--- config.mk ---
export PLATFORM = sky130hd
export DESIGN_NAME = pe_mc_flat
export DESIGN_NICKNAME = d
export VERILOG_FILES = /design/src/rtl/pe_mc_if.sv /design/src/rtl/pe_mc.sv /design/src/flat_wrapper.sv
export SDC_FILE = /design/constraint.sdc
export NUM_CORES = 1
export LEC_CHECK = 0
export CAP_MARGIN = 20
export CORE_ASPECT_RATIO = 1.1
export CORE_UTILIZATION = 57
export CTS_BUF_LIST = sky130_fd_sc_hd__clkbuf_8 sky130_fd_sc_hd__clkbuf_16
export DETAILED_ROUTE_END_ITERATION = 6
export PLACE_DENSITY = 0.93
export SYNTH_ARGS = -nofsm -noshare
export SYNTH_HDL_FRONTEND = slang
export SYNTH_SLANG_ARGS = --single-unit
--- constraint.sdc ---
create_clock -name clk -period 15.5 [get_ports clk]
set_input_delay 3.1 -clock clk [delete_from_list [all_inputs] [get_ports clk]]
set_output_delay 3.1 -clock clk [all_outputs]
set_load 0.02 [all_outputs]
--- src/rtl/pe_mc_if.sv ---
// Bundle of the pe_mc data, control and chain signals. The PE is the slave.
// Upstream logic (or a bench) drives the master side.
interface pe_mc_if #(
  parameter int IWIDTH = 8,
  parameter int OWIDTH = 16,
  parameter int LANES  = 4,
  parameter int LWIDTH = 8
);
  logic                       start;
  logic [LWIDTH-1:0]          cfg_len;
  logic                       en_w;
  logic                       clr_w;
  logic [LANES*IWIDTH-1:0]    wght;
  logic [LANES-1:0]           wght_sign;
  logic [LANES-1:0]           ifm_bit;
  logic [IWIDTH-1:0]          randW;
  logic signed [OWIDTH-1:0]   ofm;
  logic                       ofm_valid;

  logic                       start_d;
  logic                       en_w_d;
  logic                       clr_w_d;
  logic [LANES-1:0]           ifm_bit_d;
  logic [IWIDTH-1:0]          randW_d;
  logic [LANES*IWIDTH-1:0]    wght_d;
  logic [LANES-1:0]           wght_sign_d;
  logic signed [OWIDTH-1:0]   ofm_d;
  logic                       ofm_valid_d;
  logic                       busy;
  logic                       err;

  modport slave (
    input  start, cfg_len, en_w, clr_w, wght, wght_sign, ifm_bit, randW, ofm, ofm_valid,
    output start_d, en_w_d, clr_w_d, ifm_bit_d, randW_d, wght_d, wght_sign_d,
           ofm_d, ofm_valid_d, busy, err
  );

  modport master (
    output start, cfg_len, en_w, clr_w, wght, wght_sign, ifm_bit, randW, ofm, ofm_valid,
    input  start_d, en_w_d, clr_w_d, ifm_bit_d, randW_d, wght_d, wght_sign_d,
           ofm_d, ofm_valid_d, busy, err
  );
endinterface

--- src/rtl/pe_mc.sv ---
// Stochastic-computing MAC processing element with a partial-sum chain.
// Define PE_MC_SAT_EN to saturate the accumulator and output sum instead of wrapping.
module pe_mc #(
  parameter int IWIDTH = 8,
  parameter int OWIDTH = 16,
  parameter int LANES  = 4,
  parameter int LWIDTH = 8
) (
  input logic   clk,
  input logic   rst,
  pe_mc_if.slave io
);

  typedef enum logic [1:0] {IDLE, MAC, WAIT} state_t;

  state_t                    state;
  logic signed [OWIDTH-1:0]  acc;
  logic [LWIDTH-1:0]         cnt;
  logic                      held;
  logic signed [OWIDTH-1:0]  held_val;
  logic [LANES*IWIDTH-1:0]   wght_q;
  logic [LANES-1:0]          wght_sign_q;
  logic signed [OWIDTH-1:0]  delta;

  function automatic logic signed [OWIDTH-1:0] add_os(
    input logic signed [OWIDTH-1:0] a,
    input logic signed [OWIDTH-1:0] b
  );
    logic signed [OWIDTH:0] s;
    s = {a[OWIDTH-1], a} + {b[OWIDTH-1], b};
`ifdef PE_MC_SAT_EN
    if (s[OWIDTH] != s[OWIDTH-1])
      add_os = s[OWIDTH] ? {1'b1, {(OWIDTH-1){1'b0}}} : {1'b0, {(OWIDTH-1){1'b1}}};
    else
      add_os = s[OWIDTH-1:0];
`else
    add_os = s[OWIDTH-1:0];
`endif
  endfunction

  assign io.busy        = (state != IDLE);
  assign io.wght_d      = wght_q;
  assign io.wght_sign_d = wght_sign_q;

  // Lane products: unary input bit gated by a stochastic weight comparison
  always_comb begin
    delta = '0;
    for (int j = 0; j < LANES; j++) begin
      if (io.ifm_bit[j] && (wght_q[j*IWIDTH +: IWIDTH] > io.randW))
        delta = wght_sign_q[j] ? delta - OWIDTH'(1) : delta + OWIDTH'(1);
    end
  end

  always_ff @(posedge clk or posedge rst) begin
    if (rst) begin
      io.start_d   <= 1'b0;
      io.en_w_d    <= 1'b0;
      io.clr_w_d   <= 1'b0;
      io.ifm_bit_d <= '0;
      io.randW_d   <= '0;
    end else begin
      io.start_d   <= io.start;
      io.en_w_d    <= io.en_w;
      io.clr_w_d   <= io.clr_w;
      io.ifm_bit_d <= io.ifm_bit;
      io.randW_d   <= io.randW;
    end
  end

  // Weights are frozen for the whole window; clear always wins
  always_ff @(posedge clk or posedge rst) begin
    if (rst) begin
      wght_q      <= '0;
      wght_sign_q <= '0;
    end else if (io.clr_w) begin
      wght_q      <= '0;
      wght_sign_q <= '0;
    end else if (io.en_w && (state == IDLE)) begin
      wght_q      <= io.wght;
      wght_sign_q <= io.wght_sign;
    end
  end

  // Counter loads cfg_len and counts down through zero, so 0 yields 2^LWIDTH edges
  always_ff @(posedge clk or posedge rst) begin
    if (rst) begin
      state          <= IDLE;
      acc            <= '0;
      cnt            <= '0;
      held           <= 1'b0;
      held_val       <= '0;
      io.err         <= 1'b0;
      io.ofm_d       <= '0;
      io.ofm_valid_d <= 1'b0;
    end else begin
      io.ofm_valid_d <= 1'b0;
      case (state)
        IDLE: begin
          if (io.start) begin
            acc   <= '0;
            cnt   <= io.cfg_len;
            state <= MAC;
          end
        end
        MAC: begin
          acc <= add_os(acc, delta);
          cnt <= cnt - LWIDTH'(1);
          if (cnt == LWIDTH'(1))
            state <= WAIT;
        end
        WAIT: begin
          if (held) begin
            io.ofm_d       <= add_os(acc, held_val);
            io.ofm_valid_d <= 1'b1;
            state          <= IDLE;
          end else if (io.ofm_valid) begin
            io.ofm_d       <= add_os(acc, io.ofm);
            io.ofm_valid_d <= 1'b1;
            state          <= IDLE;
          end
        end
        default: state <= IDLE;
      endcase

      // A sum arriving in WAIT with an empty holder is consumed directly above
      if (io.ofm_valid) begin
        if (held)
          io.err <= 1'b1;
        else if (state != WAIT) begin
          held     <= 1'b1;
          held_val <= io.ofm;
        end
      end
      if ((state == WAIT) && held)
        held <= 1'b0;
    end
  end

endmodule

--- src/flat_wrapper.sv ---
// flat-port wrapper written by rule: the top's interface ports become plain ports
module pe_mc_flat 
#(
  parameter int IWIDTH = 8,
  parameter int OWIDTH = 16,
  parameter int LANES  = 4,
  parameter int LWIDTH = 8
)
  (clk, rst, io_start, io_cfg_len, io_en_w, io_clr_w, io_wght, io_wght_sign, io_ifm_bit, io_randW, io_ofm, io_ofm_valid, io_start_d, io_en_w_d, io_clr_w_d, io_ifm_bit_d, io_randW_d, io_wght_d, io_wght_sign_d, io_ofm_d, io_ofm_valid_d, io_busy, io_err);
  pe_mc_if #(.IWIDTH(IWIDTH), .OWIDTH(OWIDTH), .LANES(LANES), .LWIDTH(LWIDTH)) io_i ();
  input logic clk;
  input logic rst;
  input wire logic [$bits(io_i.start)-1:0] io_start;
  input wire logic [$bits(io_i.cfg_len)-1:0] io_cfg_len;
  input wire logic [$bits(io_i.en_w)-1:0] io_en_w;
  input wire logic [$bits(io_i.clr_w)-1:0] io_clr_w;
  input wire logic [$bits(io_i.wght)-1:0] io_wght;
  input wire logic [$bits(io_i.wght_sign)-1:0] io_wght_sign;
  input wire logic [$bits(io_i.ifm_bit)-1:0] io_ifm_bit;
  input wire logic [$bits(io_i.randW)-1:0] io_randW;
  input wire logic [$bits(io_i.ofm)-1:0] io_ofm;
  input wire logic [$bits(io_i.ofm_valid)-1:0] io_ofm_valid;
  output wire logic [$bits(io_i.start_d)-1:0] io_start_d;
  output wire logic [$bits(io_i.en_w_d)-1:0] io_en_w_d;
  output wire logic [$bits(io_i.clr_w_d)-1:0] io_clr_w_d;
  output wire logic [$bits(io_i.ifm_bit_d)-1:0] io_ifm_bit_d;
  output wire logic [$bits(io_i.randW_d)-1:0] io_randW_d;
  output wire logic [$bits(io_i.wght_d)-1:0] io_wght_d;
  output wire logic [$bits(io_i.wght_sign_d)-1:0] io_wght_sign_d;
  output wire logic [$bits(io_i.ofm_d)-1:0] io_ofm_d;
  output wire logic [$bits(io_i.ofm_valid_d)-1:0] io_ofm_valid_d;
  output wire logic [$bits(io_i.busy)-1:0] io_busy;
  output wire logic [$bits(io_i.err)-1:0] io_err;
  assign io_i.start = io_start;
  assign io_i.cfg_len = io_cfg_len;
  assign io_i.en_w = io_en_w;
  assign io_i.clr_w = io_clr_w;
  assign io_i.wght = io_wght;
  assign io_i.wght_sign = io_wght_sign;
  assign io_i.ifm_bit = io_ifm_bit;
  assign io_i.randW = io_randW;
  assign io_i.ofm = io_ofm;
  assign io_i.ofm_valid = io_ofm_valid;
  assign io_start_d = io_i.start_d;
  assign io_en_w_d = io_i.en_w_d;
  assign io_clr_w_d = io_i.clr_w_d;
  assign io_ifm_bit_d = io_i.ifm_bit_d;
  assign io_randW_d = io_i.randW_d;
  assign io_wght_d = io_i.wght_d;
  assign io_wght_sign_d = io_i.wght_sign_d;
  assign io_ofm_d = io_i.ofm_d;
  assign io_ofm_valid_d = io_i.ofm_valid_d;
  assign io_busy = io_i.busy;
  assign io_err = io_i.err;
  pe_mc #(.IWIDTH(IWIDTH), .OWIDTH(OWIDTH), .LANES(LANES), .LWIDTH(LWIDTH)) u_core (.clk(clk), .rst(rst), .io(io_i));
endmodule
Word-level counts from Yosys, hierarchy flattened. Index checks and enable logic that the tools add are counted.

Output and inout bits: 70. Word-level logic and storage cells: 84. Register bits: 112.

Bitwise logic cells: 1. Magnitude comparators: 4. Add/subtract/negate cells: 10. Muxes and demuxes: 30. Reduce and logical (&&, ||, !) cells: 17. Equal/unequal tests: 7.

Operators by type and width (number): two-way mux 16 bit (11); two-way mux 32 bit (2); adder 16 bit (3); adder 16 x 2 -> 16 bit, second input constant (3); subtractor 16 x 2 -> 16 bit, second input constant (3); greater-than comparator 8 bit (4); case mux 16 bit (2 select lines) (1); case mux 8 bit (2 select lines) (1); nonzero test 2 bit (5); == test 8 x 1 -> 1 bit, second input constant (1); two-way mux 2 bit (4); two-way mux 4 bit (2); two-way mux 8 bit (1); subtractor 8 x 1 -> 8 bit, second input constant (1); two-way mux 1 bit (7); logical AND 1 bit (6); case mux 2 bit (3 select lines) (1); AND reduction 2 bit (3); AND reduction 3 bit (2); inequality test 2 bit, second input constant (2); inequality test 3 x 2 -> 1 bit, second input constant (1); == test 2 x 1 -> 1 bit, second input constant (1); == test 2 bit, second input constant (1); logical NOT 2 bit (1); other kinds (2) (2).

Logic depth before layout (Yosys ltp).
Word-level depth: 14. Gate-level depth with buffers: 37. Depth with buffers taken out: 36.

Worst setup path after synthesis. No wires, ideal clock.

Path type: input-to-reg. From: in io_randW[7]. To: reg u_core.acc[15]. Data required time: 15.370 ns. Library setup time: 0.130 ns. Path slack: 5.208 ns. Data arrival time: 10.161 ns. Cell stages on the path: 34. Cells stage by stage: inv_1 ha_1 nand4_1 or2_0 a32o_1 and2_1 fa_1 fa_1 inv_1 fa_1 o21ai_0 ha_1 clkbuf_1 a21oi_1 o21ai_0 a31oi_1 nor2_1 ha_1 a21oi_1 o21bai_1 a21oi_1 o21ai_0 a21o_1 a211o_1 a31oi_1 xnor2_1 mux2_2 ha_1 a21oi_1 o21ai_0 xnor2_2 and4_4 a2111oi_1 nand2_1.

Longest elaborated chain between the ends: 14.

Ends and longest elaborated chain: start: declaration (RTL line flat_wrapper.sv:20) `input wire logic [$bits(io_i.randW)-1:0] io_randW;`; greater-than comparator 8 bit (RTL line pe_mc.sv:49) `if (io.ifm_bit[j] && (wght_q[j*IWIDTH +: IWIDTH] > io.randW))`; logical AND 1 bit (RTL line pe_mc.sv:49); two-way mux 16 bit (RTL line pe_mc.sv:49); adder 16 x 2 -> 16 bit or subtractor 16 x 2 -> 16 bit (tied branches) (RTL line pe_mc.sv:50) `delta = wght_sign_q[j] ? delta - OWIDTH'(1) : delta + OWIDTH'(1);`; two-way mux 16 bit (RTL line pe_mc.sv:50); two-way mux 16 bit (RTL line pe_mc.sv:49); adder 16 x 2 -> 16 bit or subtractor 16 x 2 -> 16 bit (tied branches) (RTL line pe_mc.sv:50); two-way mux 16 bit (RTL line pe_mc.sv:50); two-way mux 16 bit (RTL line pe_mc.sv:49); adder 16 x 2 -> 16 bit or subtractor 16 x 2 -> 16 bit (tied branches) (RTL line pe_mc.sv:50); two-way mux 16 bit (RTL line pe_mc.sv:50); two-way mux 16 bit * (RTL line pe_mc.sv:49); adder 16 bit * (RTL line pe_mc.sv:30) `s = {a[OWIDTH-1], a} + {b[OWIDTH-1], b};`; case mux 16 bit (2 select lines) * (RTL line pe_mc.sv:97) `case (state)`; end signal: assignment (RTL line pe_mc.sv:106) `acc <= add_os(acc, delta);`; end: declaration (RTL line pe_mc.sv:17) `logic signed [OWIDTH-1:0] acc;`.

Mark *: on every way between the ends. The rest lies on a longest branch, timed or not. A chain may end at the register's enable or synchronous reset.

Final worst setup path. Ends and elaborated chain as after synthesis.

==> flow_summary.json <==
{
  "num_rows": 44,
  "synth_area_mm2": 0.00777,
  "regArea_mm2": 0.00280,
  "synth_top_family_by_area": "compound AO/OA/AOI/OAI gates",
  "final_common_cell": "clkdlybuf4s50_1",
  "dieArea_mm2": 0.0141,
  "worstPathRequired_ps": 15740,
  "min_path_type": "reg2reg",
  "cts.sinks": 112,
  "root_buffer": "clkbuf_16",
  "cp-start-kind": "input pin",
  "utilization_pct": 73.0,
  "antenna_found_initial": 0,
  "grt_usage_pct": 27.7,
  "power_frac_clock_pct": 25.0,
  "io_pins": 148,
  "synth_ff_type": "dfrtp_1",
  "synth_fa_ha_area_share_pct": 16.1,
  "relSlewSlack_pct": 35.7,
  "routed_wl_um": 18700,
  "min_period_ps": 11130,
  "timing_hold_violations_final": 0,
  "finalCritPeriodShare_pct": 71.8,
  "detail_route.vias_per_cell": 5.90,
  "drv_slew": 0,
  "holdWs_ps": 456,
  "place_hpwl_um": 14100,
  "coreArea_mm2": 0.0133,
  "avgRoutedWirePerCell_um": 16.5,
  "drt_iter0_drc": 392,
  "antennaDiodeCount": 0,
  "nFillCells": 914,
  "nets": 1112,
  "path_delay_family": "compound AO/OA/AOI/OAI gates",
  "critical_path_peak_fanout": 11,
  "clock.fmax_ghz": 0.0899,
  "crit_buf_inv": 3,
  "synth_edf_count": 0,
  "muxShareOfSynthArea_pct": 6.48,
  "maxCapViolCount": 0,
  "post-route-drc-count": 0,
  "fin_area_mm2": 0.00968,
  "clk_latency_ps": 370,
  "cp.arrival_ps": 11370,
  "leakage_nw": 4.50,
  "grt_pass1_vias": 6516,
  "initial_core_util_pct": 58.5,
  "grt.overflow.total": 0,
  "post_cts_buffers": 0,
  "crit_type": "in2reg",
  "cpPeakStageDelay_ps": 500,
  "die_h_um": 124,
  "p_sw_mw": 0.307,
  "grt_pass1_wl_um": 31100,
  "fin_skew_ps": 10.8,
  "syn_to_final_growth_pct": 24.6,
  "rsz0062_at_grt": "false",
  "route.antenna.remaining_nets": 0,
  "grt_max_degree": 80,
  "fin_tns_setup_ps": 0,
  "dr.pass1.iters": 5,
  "port-buffer-count": 147,
  "cts_buffer_depth": 2,
  "clk_pin_slew_ps": 70,
  "die_x_um": 113,
  "synth-simple-area-share_pct": 11.5,
  "synth-xor-area-share_pct": 4.49,
  "place_area_mm2": 0.00939,
  "endpoint_kind": "flip-flop",
  "cp_slowest_cell": "clkdlybuf4s50_1",
  "yosysSeqAreaShare_pct": 36.1,
  "p_seq_share_pct": 41.8,
  "worstMarginPinSlew_ps": 965,
  "async_flop_share_pct": 100,
  "synth.avg_cell_area_um2": 9.60,
  "p_comb_share_pct": 33.3,
  "cts_tree": "done",
  "ctsResizeCount": 0,
  "swShare_pct": 34.2,
  "postCtsHoldBufs": 0,
  "crit_top_cell": "a21oi_1",
  "ys_warn_count": 0,
  "num_vias": 6655,
  "drive_gt1_share_pct": 8.69,
  "final_cell_mix": "clkdlybuf4s50_1, dfrtp_1, ha_1, a21oi_1, nand2_1",
  "p_per_area_mw_per_mm2": 92.8,
  "peakVddDrop_v": 0.0000502,
  "synth.distinct_cells": 67,
  "cts_buffers": 9,
  "postSynthRegisterBits": 112,
  "reg2reg_slack_ps": 7260,
  "syn_inst": 809,
  "setup_viol": 0,
  "htree_levels": 3,
  "multi_input_area_mm2": 0.00466,
  "synth_nets": 981,
  "synth_compound_area_share_pct": 21.3,
  "place.gp.congestion": 0.893,
  "p_int_mw": 0.591,
  "status": "completed"
}
[sequential cells by signal, indices dropped and copies added (netlist names), 2 cells and up]
name and count:
u_core.cnt 8, u_core.io.wght_d 32, u_core.acc 16, u_core.io.ifm_bit_d 4, u_core.io.ofm_d 16, u_core.held_val 16, u_core.io.randW_d 8, u_core.state 2
u_core.io.wght_sign_d 4
[cell type report]
cell class,count,area share (%)
clock buffers,10,2.47
flip-flops and latches,112,29.0
clock inverters,5,0.401
multi-input cells,613,48.1
inverters,53,2.08
repair buffers,151,15.6
well taps,184,2.38
[cells by family (layout without fill, tap and decap cells)]
logic type                 count (synthesis)  after routing
adders and majority gates                 94             94
DFF                                      112            112
and+or+nand+nor                          186            186
xor gates and xnor gates                  36             36
muxes                                     45             45
AOI/OAI and AO/OA                        252            252
buffers and inverters                     84            219
[synth_stat cells (3+ instances only)]
cell,n,area (um^2)
ha_1,84,1050
fa_1,10,200
a31oi_1,8,50.1
nor2b_1,8,50.1
or2_2,4,25.0
xnor2_1,20,175
nand3_1,14,70.1
nand4_1,7,43.8
or3_1,6,37.5
xor2_1,13,114
o31ai_1,8,60.1
dfrtp_1,112,2800
and3_1,3,18.8
a21oi_1,68,340
nor3b_1,4,30.0
nand2b_1,8,50.1
nand3b_1,3,22.5
mux2_2,42,473
a21o_1,14,105
nor2_1,41,154
o21a_1,6,45.0
nand2_1,64,240
o21ai_0,63,315
clkbuf_1,30,113
a32o_1,4,40.0
nor4_1,3,18.8
nor3_1,13,65.1
mux2i_1,3,30.0
o21bai_1,5,37.5
a22o_1,38,333
a21boi_0,4,30.0
inv_1,53,199
[per-layer routing]
layer	GRT usage (%)	part of all wire, %	routed length (um)
met5	0	0	0
met1	33.6	41	7680
met4	10.1	2.3	431
met2	48.7	52	9640
met3	5.26	4.8	904
[per-stage QoR]
step           power (mW)  std cells  setup WS (ps)
2_1_floorplan       0.578        809           5210
3_3_place_gp        0.654       1112           4430
3_5_place_dp        0.674       1112           4090
4_1_cts             0.899       1127           4450
5_1_grt             0.952       1128           3720
6_report            0.898       1128           4370
[final timing paths]
path / start / end / depth (start not counted)
setup / recovery: io_randW[7] / u_core.acc[15]$_DFFE_PP0P_ / 35
hold / removal: u_core.io.err$_DFFE_PP0P_ / u_core.io.err$_DFFE_PP0P_ / 1
setup reg to reg: u_core.io.wght_d[3]$_DFFE_PP0P_ / u_core.acc[15]$_DFFE_PP0P_ / 33
hold reg to reg: u_core.io.err$_DFFE_PP0P_ / u_core.io.err$_DFFE_PP0P_ / 1
max in group asynchronous: rst / u_core.io.randW_d[7]$_DFF_PP0_ / 3
min in group asynchronous: rst / u_core.io.err$_DFFE_PP0P_ / 2
[power by group through the flow]
stage               sequential [mW]  clock (mW)  combinational, mW
floorplan                     0.377           0              0.201
global placement              0.377           0              0.277
detailed placement            0.380           0              0.294
CTS                           0.374       0.226              0.299
global route                  0.382       0.239              0.332
finish                        0.375       0.224              0.299
No activity file was read; power rests on OpenSTA's default activity.
